## src/rtl/prio_pkg.sv

```systemverilog
// Shared types for the priority encoder / sequenced decoder pair.
// Index width, entry record and the one-hot decode live here so both ends agree.
package prio_pkg;
   localparam int PRIO_W = 3;
   localparam int PRIO_N = 2**PRIO_W;

   typedef enum logic {S_IDLE, S_HOLD} state_e;

   typedef struct packed {
      logic              none;
      logic [PRIO_W-1:0] idx;
   } entry_t;

   // A none entry decodes to all-zero, regardless of idx.
   function automatic logic [PRIO_N-1:0] decode_entry(input entry_t e);
      logic [PRIO_N-1:0] oh;
      oh = '0;
      if (!e.none) oh[e.idx] = 1'b1;
      return oh;
   endfunction
endpackage

```

## src/rtl/priority_decoder_seq_if.sv

```systemverilog
// Request/response bundle of the sequenced decoder.
// Handshake: a transfer happens at a rising edge where in_valid && in_ready;
// in_ready depends only on registered state, never on in_valid.
interface priority_decoder_seq_if;
   import prio_pkg::*;

   logic              in_valid;
   logic              in_ready;
   logic [PRIO_W-1:0] in_idx;
   logic              in_none;
   logic              clr;
   logic [PRIO_N-1:0] out_onehot;
   logic              out_valid;
   logic [PRIO_N-1:0] seen_mask;
   logic              busy;
   state_e            dbg_state;

   modport master (
      output in_valid, in_idx, in_none, clr,
      input  in_ready, out_onehot, out_valid, seen_mask, busy, dbg_state
   );

   modport slave (
      input  in_valid, in_idx, in_none, clr,
      output in_ready, out_onehot, out_valid, seen_mask, busy, dbg_state
   );
endinterface

```

## src/rtl/prio_skid_buf.sv

```systemverilog
// One-entry holding slot for an index that arrives while the active line is
// still being held; its emptiness is what the upstream sees as in_ready.
module prio_skid_buf
   import prio_pkg::*;
(
   input  logic   clk,
   input  logic   rst_n,
   input  logic   push_i,
   input  entry_t push_data_i,
   input  logic   pop_i,
   output entry_t buf_data_o,
   output logic   buf_full_o,
   output logic   in_ready_o
);
   logic   full_q, full_d;
   entry_t data_q;

   // push only happens while empty and pop only while full, so they never coincide
   always_comb begin
      full_d = full_q;
      if (push_i)     full_d = 1'b1;
      else if (pop_i) full_d = 1'b0;
   end

   always_ff @(posedge clk or negedge rst_n) begin
      if (!rst_n) begin
         full_q <= 1'b0;
         data_q <= '0;
      end else begin
         full_q <= full_d;
         if (push_i) data_q <= push_data_i;
      end
   end

   assign buf_data_o = data_q;
   assign buf_full_o = full_q;
   assign in_ready_o = !full_q;
endmodule

```

## src/rtl/priority_decoder_seq.sv

```systemverilog
// Sequenced 3-to-8 decoder: each accepted index drives its one-hot line for
// HOLD cycles, with a one-entry buffer for gap-free back-to-back output.
module priority_decoder_seq
   import prio_pkg::*;
#(
   parameter int HOLD = 4
) (
   input logic                   clk,
   input logic                   rst_n,
   priority_decoder_seq_if.slave bus
);
   localparam logic [7:0] RELOAD = 8'(HOLD - 1);

   state_e            state_q, state_d;
   logic [7:0]        cnt_q, cnt_d;
   entry_t            act_q, act_d;
   logic [PRIO_N-1:0] onehot_q, onehot_d;
   logic [PRIO_N-1:0] seen_q, seen_d;
   logic              valid_q, valid_d;
   logic              busy_q, busy_d;

   entry_t in_entry, buf_data;
   logic   accept, load, push, pop, buf_full, in_ready;

   assign in_entry = {bus.in_none, bus.in_idx};
   assign accept   = bus.in_valid && in_ready;

   prio_skid_buf u_skid (
      .clk         (clk),
      .rst_n       (rst_n),
      .push_i      (push),
      .push_data_i (in_entry),
      .pop_i       (pop),
      .buf_data_o  (buf_data),
      .buf_full_o  (buf_full),
      .in_ready_o  (in_ready)
   );

   always_comb begin
      state_d = state_q;
      cnt_d   = cnt_q;
      act_d   = act_q;
      load    = 1'b0;
      push    = 1'b0;
      pop     = 1'b0;
      case (state_q)
         S_IDLE: begin
            if (accept) begin
               act_d   = in_entry;
               load    = 1'b1;
               cnt_d   = RELOAD;
               state_d = S_HOLD;
            end
         end
         S_HOLD: begin
            if (cnt_q == 8'd0) begin
               // buffered entry has priority; it was accepted earlier
               if (buf_full) begin
                  act_d = buf_data;
                  pop   = 1'b1;
                  load  = 1'b1;
                  cnt_d = RELOAD;
               end else if (accept) begin
                  act_d = in_entry;
                  load  = 1'b1;
                  cnt_d = RELOAD;
               end else begin
                  state_d = S_IDLE;
               end
            end else begin
               cnt_d = cnt_q - 8'd1;
               push  = accept;
            end
         end
         default: state_d = S_IDLE;
      endcase

      valid_d  = (state_d == S_HOLD);
      onehot_d = load ? decode_entry(act_d) : (valid_d ? onehot_q : '0);
      // clr drops history, but a line loaded on the same edge still counts
      seen_d   = bus.clr ? (load ? onehot_d : '0) : (seen_q | onehot_d);
      busy_d   = valid_d || push || (buf_full && !pop);
   end

   always_ff @(posedge clk or negedge rst_n) begin
      if (!rst_n) begin
         state_q  <= S_IDLE;
         cnt_q    <= 8'd0;
         act_q    <= '0;
         onehot_q <= '0;
         seen_q   <= '0;
         valid_q  <= 1'b0;
         busy_q   <= 1'b0;
      end else begin
         state_q  <= state_d;
         cnt_q    <= cnt_d;
         act_q    <= act_d;
         onehot_q <= onehot_d;
         seen_q   <= seen_d;
         valid_q  <= valid_d;
         busy_q   <= busy_d;
      end
   end

   assign bus.in_ready   = in_ready;
   assign bus.out_onehot = onehot_q;
   assign bus.out_valid  = valid_q;
   assign bus.seen_mask  = seen_q;
   assign bus.busy       = busy_q;
   assign bus.dbg_state  = state_q;
endmodule

```

## src/flat_wrapper.sv

```systemverilog
// flat-port wrapper written by rule: the top's interface ports become plain ports
module priority_decoder_seq_flat import prio_pkg::*;
#(
   parameter int HOLD = 4
)
  (clk, rst_n, bus_in_valid, bus_in_idx, bus_in_none, bus_clr, bus_in_ready, bus_out_onehot, bus_out_valid, bus_seen_mask, bus_busy, bus_dbg_state);
  priority_decoder_seq_if bus_i ();
  input logic clk;
  input logic rst_n;
  input wire logic [$bits(bus_i.in_valid)-1:0] bus_in_valid;
  input wire logic [$bits(bus_i.in_idx)-1:0] bus_in_idx;
  input wire logic [$bits(bus_i.in_none)-1:0] bus_in_none;
  input wire logic [$bits(bus_i.clr)-1:0] bus_clr;
  output wire logic [$bits(bus_i.in_ready)-1:0] bus_in_ready;
  output wire logic [$bits(bus_i.out_onehot)-1:0] bus_out_onehot;
  output wire logic [$bits(bus_i.out_valid)-1:0] bus_out_valid;
  output wire logic [$bits(bus_i.seen_mask)-1:0] bus_seen_mask;
  output wire logic [$bits(bus_i.busy)-1:0] bus_busy;
  output wire logic [$bits(bus_i.dbg_state)-1:0] bus_dbg_state;
  assign bus_i.in_valid = bus_in_valid;
  assign bus_i.in_idx = bus_in_idx;
  assign bus_i.in_none = bus_in_none;
  assign bus_i.clr = bus_clr;
  assign bus_in_ready = bus_i.in_ready;
  assign bus_out_onehot = bus_i.out_onehot;
  assign bus_out_valid = bus_i.out_valid;
  assign bus_seen_mask = bus_i.seen_mask;
  assign bus_busy = bus_i.busy;
  assign bus_dbg_state = bus_i.dbg_state;
  priority_decoder_seq #(.HOLD(HOLD)) u_core (.clk(clk), .rst_n(rst_n), .bus(bus_i));
endmodule
```

## config.mk

```make
export PLATFORM = sky130hd
export DESIGN_NAME = priority_decoder_seq_flat
export DESIGN_NICKNAME = d
export VERILOG_FILES = /design/src/rtl/prio_pkg.sv /design/src/rtl/priority_decoder_seq_if.sv /design/src/rtl/prio_skid_buf.sv /design/src/rtl/priority_decoder_seq.sv /design/src/flat_wrapper.sv
export SDC_FILE = /design/constraint.sdc
export NUM_CORES = 1
export LEC_CHECK = 0
export CAP_MARGIN = 5
export CORE_MARGIN = 1.5
export CORE_UTILIZATION = 45
export CTS_BUF_LIST = sky130_fd_sc_hd__clkbuf_2
export DETAILED_ROUTE_END_ITERATION = 7
export HOLD_SLACK_MARGIN = 0.03
export PLACE_DENSITY = 0.79
export SLEW_MARGIN = 20
export SYNTH_ARGS = -nofsm -noshare
export SYNTH_HDL_FRONTEND = slang
export SYNTH_SLANG_ARGS = --single-unit
export TNS_END_PERCENT = 20
```

## constraint.sdc

```tcl
create_clock -name clk -period 2.2 [get_ports clk]
set_input_delay 0.66 -clock clk [delete_from_list [all_inputs] [get_ports clk]]
set_output_delay 0.66 -clock clk [all_outputs]
set_load 0.05 [all_outputs]
```

## Yosys cells after proc, flatten, opt, wreduce, memory -nomap -nowiden

Index checks and enable logic that the tools add are counted.

| storage, ports and cells | value |
|---|---|
| register bits | 35 |
| bits of input ports | 8 |
| word-level logic and storage cells | 52 |

| cells by class | value |
|---|---|
| add/subtract/negate cells | 1 |
| $lt $le $gt $ge | 2 |
| muxes and demuxes | 28 |
| bitwise gates (word level) | 2 |
| reduce and logical (&&, ||, !) cells | 9 |

Operators with widths:

| operator | count |
|---|---|
| 2-to-1 mux 8 bit | 8 |
| case mux 8 bit (2 select lines) | 1 |
| 2-to-1 mux 1 bit | 12 |
| 2-to-1 mux 4 bit | 3 |
| logical NOT 8 bit | 1 |
| bitwise OR 8 bit | 1 |
| case mux 4 bit (2 select lines) | 1 |
| subtractor 8 x 1 -> 8 bit, second input constant | 1 |
| less-than comparator 3 x 4 -> 1 bit, second input constant | 1 |
| case mux 1 bit (2 select lines) | 2 |
| demux 1 bit (select 3 bit) | 1 |
| >= comparator 3 x 1 -> 1 bit, second input constant | 1 |
| logical AND 1 bit | 3 |
| logical NOT 1 bit | 2 |
| logical OR 1 bit | 2 |
| nonzero test 2 bit | 1 |
| NOT 1 bit | 1 |

## Logic depth before layout (Yosys ltp)

| depth | value |
|---|---|
| word-level depth | 14 |
| depth in mapped cells | 9 |
| mapped depth without buffers | 8 |

## Modules after synthesis

Synthesis repeated with hierarchy kept, for this count alone.

| second synthesis, totals | value |
|---|---|
| cells, all modules | 170 |
| area, all modules | 1660.3 um2 |

By module, submodules not included:

| module | instances | cells each | area an instance (um2) |
|---|---|---|---|
| priority_decoder_seq | 1 | 159 | 1478.9 |
| prio_skid_buf | 1 | 11 | 181.4 |

## Worst setup path before layout

Ideal clock, no wire load.

| timing path | value |
|---|---|
| path kind | register -> register |
| from | register u_core.cnt_q[0] |
| to | register u_core.seen_q[4], in the netlist u_core.bus.seen_mask[4] |
| setup time | 0.081 ns |
| arrival | 2.095 ns |
| required time | 2.119 ns |
| setup slack | 0.024 ns |
| stages on the path, launching flop included | 9 |
| path buffers | 1 |
| period minus slack after synthesis | 2.176 ns |
| path through | dfrtp_1 > inv_1 > ha_1 > or4b_1 > buf_2 > o21ai_2 > a31oi_2 > a311o_4 > o22ai_2 |

RTL lines:

| element | line | RTL |
|---|---|---|
| start, declared | priority_decoder_seq.sv:15 | `logic [7:0] cnt_q, cnt_d;` |
| start signal, assigned | priority_decoder_seq.sv:96 | `cnt_q <= cnt_d;` |
| end signal, assigned | priority_decoder_seq.sv:99 | `seen_q <= seen_d;` |
| end, declared | priority_decoder_seq.sv:18 | `logic [PRIO_N-1:0] seen_q, seen_d;` |

==> results_dict.tcl <==
set metrics [dict create \
    synth_cell_type_count 47 \
    reg2regPathDepth 7 \
    clk_pin_slew_ns 0.20 \
    tightest_slew_ns 0.4967 \
    maxSlewViolCount 0 \
    hold_class "reg -> reg" \
    synth.largest_area_cell "dfrtp_1" \
    cp-end-kind "flop" \
    nFillCells 334 \
    min_from "u_core.u_skid.buf_data_o[1]" \
    die_x_um 66.30 \
    num_io_pins 28 \
    antenna_found_initial 0 \
    hold_path_depth 1 \
    crit_start "bus_in_valid" \
    min_to "u_core.u_skid.buf_data_o[1]" \
    drt_first_pass_iters 4 \
    setup_violations 0 \
    ant_nets 0 \
    via_count 1540 \
    yosys_register_bits 35 \
    port_buffers 27 \
    initialDrtViolationCount 87 \
    synth_nets 182 \
    h-tree-depth 2 \
    reg2reg_slack_ns 0.07 \
    leakagePower_nw 1.084 \
    totalPowerFinal_w 0.003858 \
    dieArea_um2 4395 \
    peakVddDrop_mv 0.8100 \
    wl_mm 4.158 \
    min_period_ns 2.195 \
    slowest_delay_ns 0.56 \
    drc 0 \
    cp_max_fo 8 \
    startpoint_type "input pin" \
    cp.arrival_ns 2.54 \
    viasPerCell 5.641 \
    finalSetupTns_ns 0 \
    status "finished, final reports clean" \
    cts-root-buf "clkbuf_2" \
    syn_inst 173 \
    finClkSkew_ns 0.01672 \
    most-common-layout-cells "dfrtp_1 (34), buf_4 (27), nand2_1 (19)" \
    grt_pass1_wl_mm 6.824 \
    postSynth.asyncResetShare 1.000 \
    r2r-start "u_core.cnt_q[1]" \
    required_ns 2.55 \
    worstReg2RegEnd "u_core.bus.seen_mask[7]" \
    track_usage 0.2073 \
    post-dp-hpwl_mm 2.809 \
    finalCritPeriodShare 0.9976 \
    cts_tree "done" \
    final_nets 233 \
    grt_max_degree 36 \
    cts_sinks 35 \
    relSlewSlack 0.6702 \
    drive_gt1_frac 0.3244 \
    fmax_ghz 0.4557 \
    cts_buffer_depth 2 \
    start_util 0.4816 \
    grt-ovfl-total 0 \
    max-cap-violations 0 \
    synthTopCellsByArea "dfrtp_1 (49%), a21oi_1 (4.4%), mux2_2 (4.4%)" \
    grt_pass1_vias 1487 \
    clk_latency_ns 0.41 \
    synthFlopType "dfrtp_1" \
    core_um2 3744 \
    powerDensity_nw_per_um2 1619 \
    synth_area_per_cell_um2 10.42 \
    seq_area_frac_synth 0.4858 \
    routabilityCongestion 0.8464 \
    numCtsBuffers 5 \
    critical_path_class "in -> reg" \
    routedWlPerCell_um 15.23 \
    rsz0062_at_grt "yes" \
    fp-row-count 22 \
    hold_viol 0 \
    diodes 0 \
    slowest_stage "clkdlybuf4s50_1" \
    worstPathCellList "clkdlybuf4s50_1, mux2_2, o2111ai_1, a31oi_2, a311o_4, o22ai_2" \
    die_y_um 66.30 \
    final_common_cell "dfrtp_1" \
    multi_input_area_um2 884.6 \
    synth_top_area_frac 0.4858 \
    syn2layout_area_growth_pct 32.13 \
    synthesis.area_um2 1803 \
    synth_edf_count 0 \
    seq_area_um2 877.1 \
    synth_warnings 0 \
]
[per-stage QoR]
step                setup slack [ns]  hold slack [ns]  std cells    util  area (um2)
floorplan                    0.02439           0.3644        173       -        1803
global placement             -0.4125           0.4849        264  0.6126        2293
detailed placement           -0.4586           0.4888        264  0.6126        2293
CTS                         0.002221           0.5298        272  0.6207        2323
global route                -0.08167           0.5608        273  0.6364        2382
finish                      0.005365           0.5257        273  0.6364        2382
[where the power goes]
group	total (W)	leakage, nW	internal [W]	switching (W)
logic	0.00241	0.617	0.000988	0.00142
clock network	0.000317	0.0250	0.0000751	0.000242
registers	0.00113	0.443	0.000907	0.000226
[flip-flops by register name, summed over array words and instances (netlist names)]
signal,count
u_core.cnt_q,8
u_core.u_skid.buf_data_o,4
u_core.u_skid.buf_full_o,1
u_core.act_q,4
u_core.bus.out_onehot,8
u_core.bus.busy,1
u_core.bus.seen_mask,8
u_core.bus.dbg_state,1
[what timing repair did]
item                                   4_1_cts  5_1_grt
setup buffers                                0        1
pin swaps                                    1        4
gates resized for setup                     18       12
setup endpoints to repair                   24       18
endpoints found under the hold margin        0        0
hold buffers                                 0        0
[area by class of cell]
class	instances	area share
clock inverters	3	0.008403
clock buffers	5	0.01050
repair buffers	54	0.2069
inverters	6	0.009454
flip-flops and latches	35	0.3682
multi-input cells	122	0.3713
well taps	48	0.02521
[how the worst max path moves through the flow]
| stage | cells after the start | to | slack (ns) |
|---|---|---|---|
| 2_1_floorplan | 8 | u_core.bus.seen_mask[4] | 0.02 |
| 3_3_place_gp | 6 | u_core.bus.seen_mask[7] | -0.41 |
| 3_5_place_dp | 6 | u_core.bus.seen_mask[4] | -0.46 |
| 4_1_cts | 8 | u_core.bus.seen_mask[4] | 0.002 |
| 5_1_grt | 7 | u_core.bus.seen_mask[5] | -0.08 |
| 6_report | 6 | u_core.bus.seen_mask[7] | 0.005 |
[worst max-delay path, delay by kind of cell]
family	cells	cell delay, ns
compound gates	4	0.97
mux	1	0.35
buf+inv	1	0.56
[routing by layer]
layer,vias to the layer above,global-route usage,wire (um)
met2,35,0.3150,1937
met1,755,0.2810,1977
li1,743,-,-
met3,7,0.05792,186
met4,0,0.07653,56
met5,-,0,0
[logic make-up (layout without fill, tap and decap cells)]
family,Yosys count,in the layout,share of synthesized area
AOI/OAI and AO/OA,67,67,0.2575
adders and majority gates,1,1,0.006939
buffers and inverters,16,68,0.05412
DFF,35,35,0.4858
muxes,8,8,0.04927
and+or+nand+nor,46,46,0.1464
[synthesized netlist by cell type (3+ instances only)]
library cell / instances
a211oi_1: 3
a21oi_1: 16
a31oi_1: 3
and3b_1: 3
buf_2: 3
buf_4: 3
dfrtp_1: 35
inv_1: 5
mux2_2: 7
nand2_1: 19
nand2b_1: 3
nor2_1: 7
o2111ai_1: 4
o21ai_0: 11
o21ai_1: 8
o22ai_1: 5
o22ai_2: 4
No activity file was read; power rests on OpenSTA's default activity.
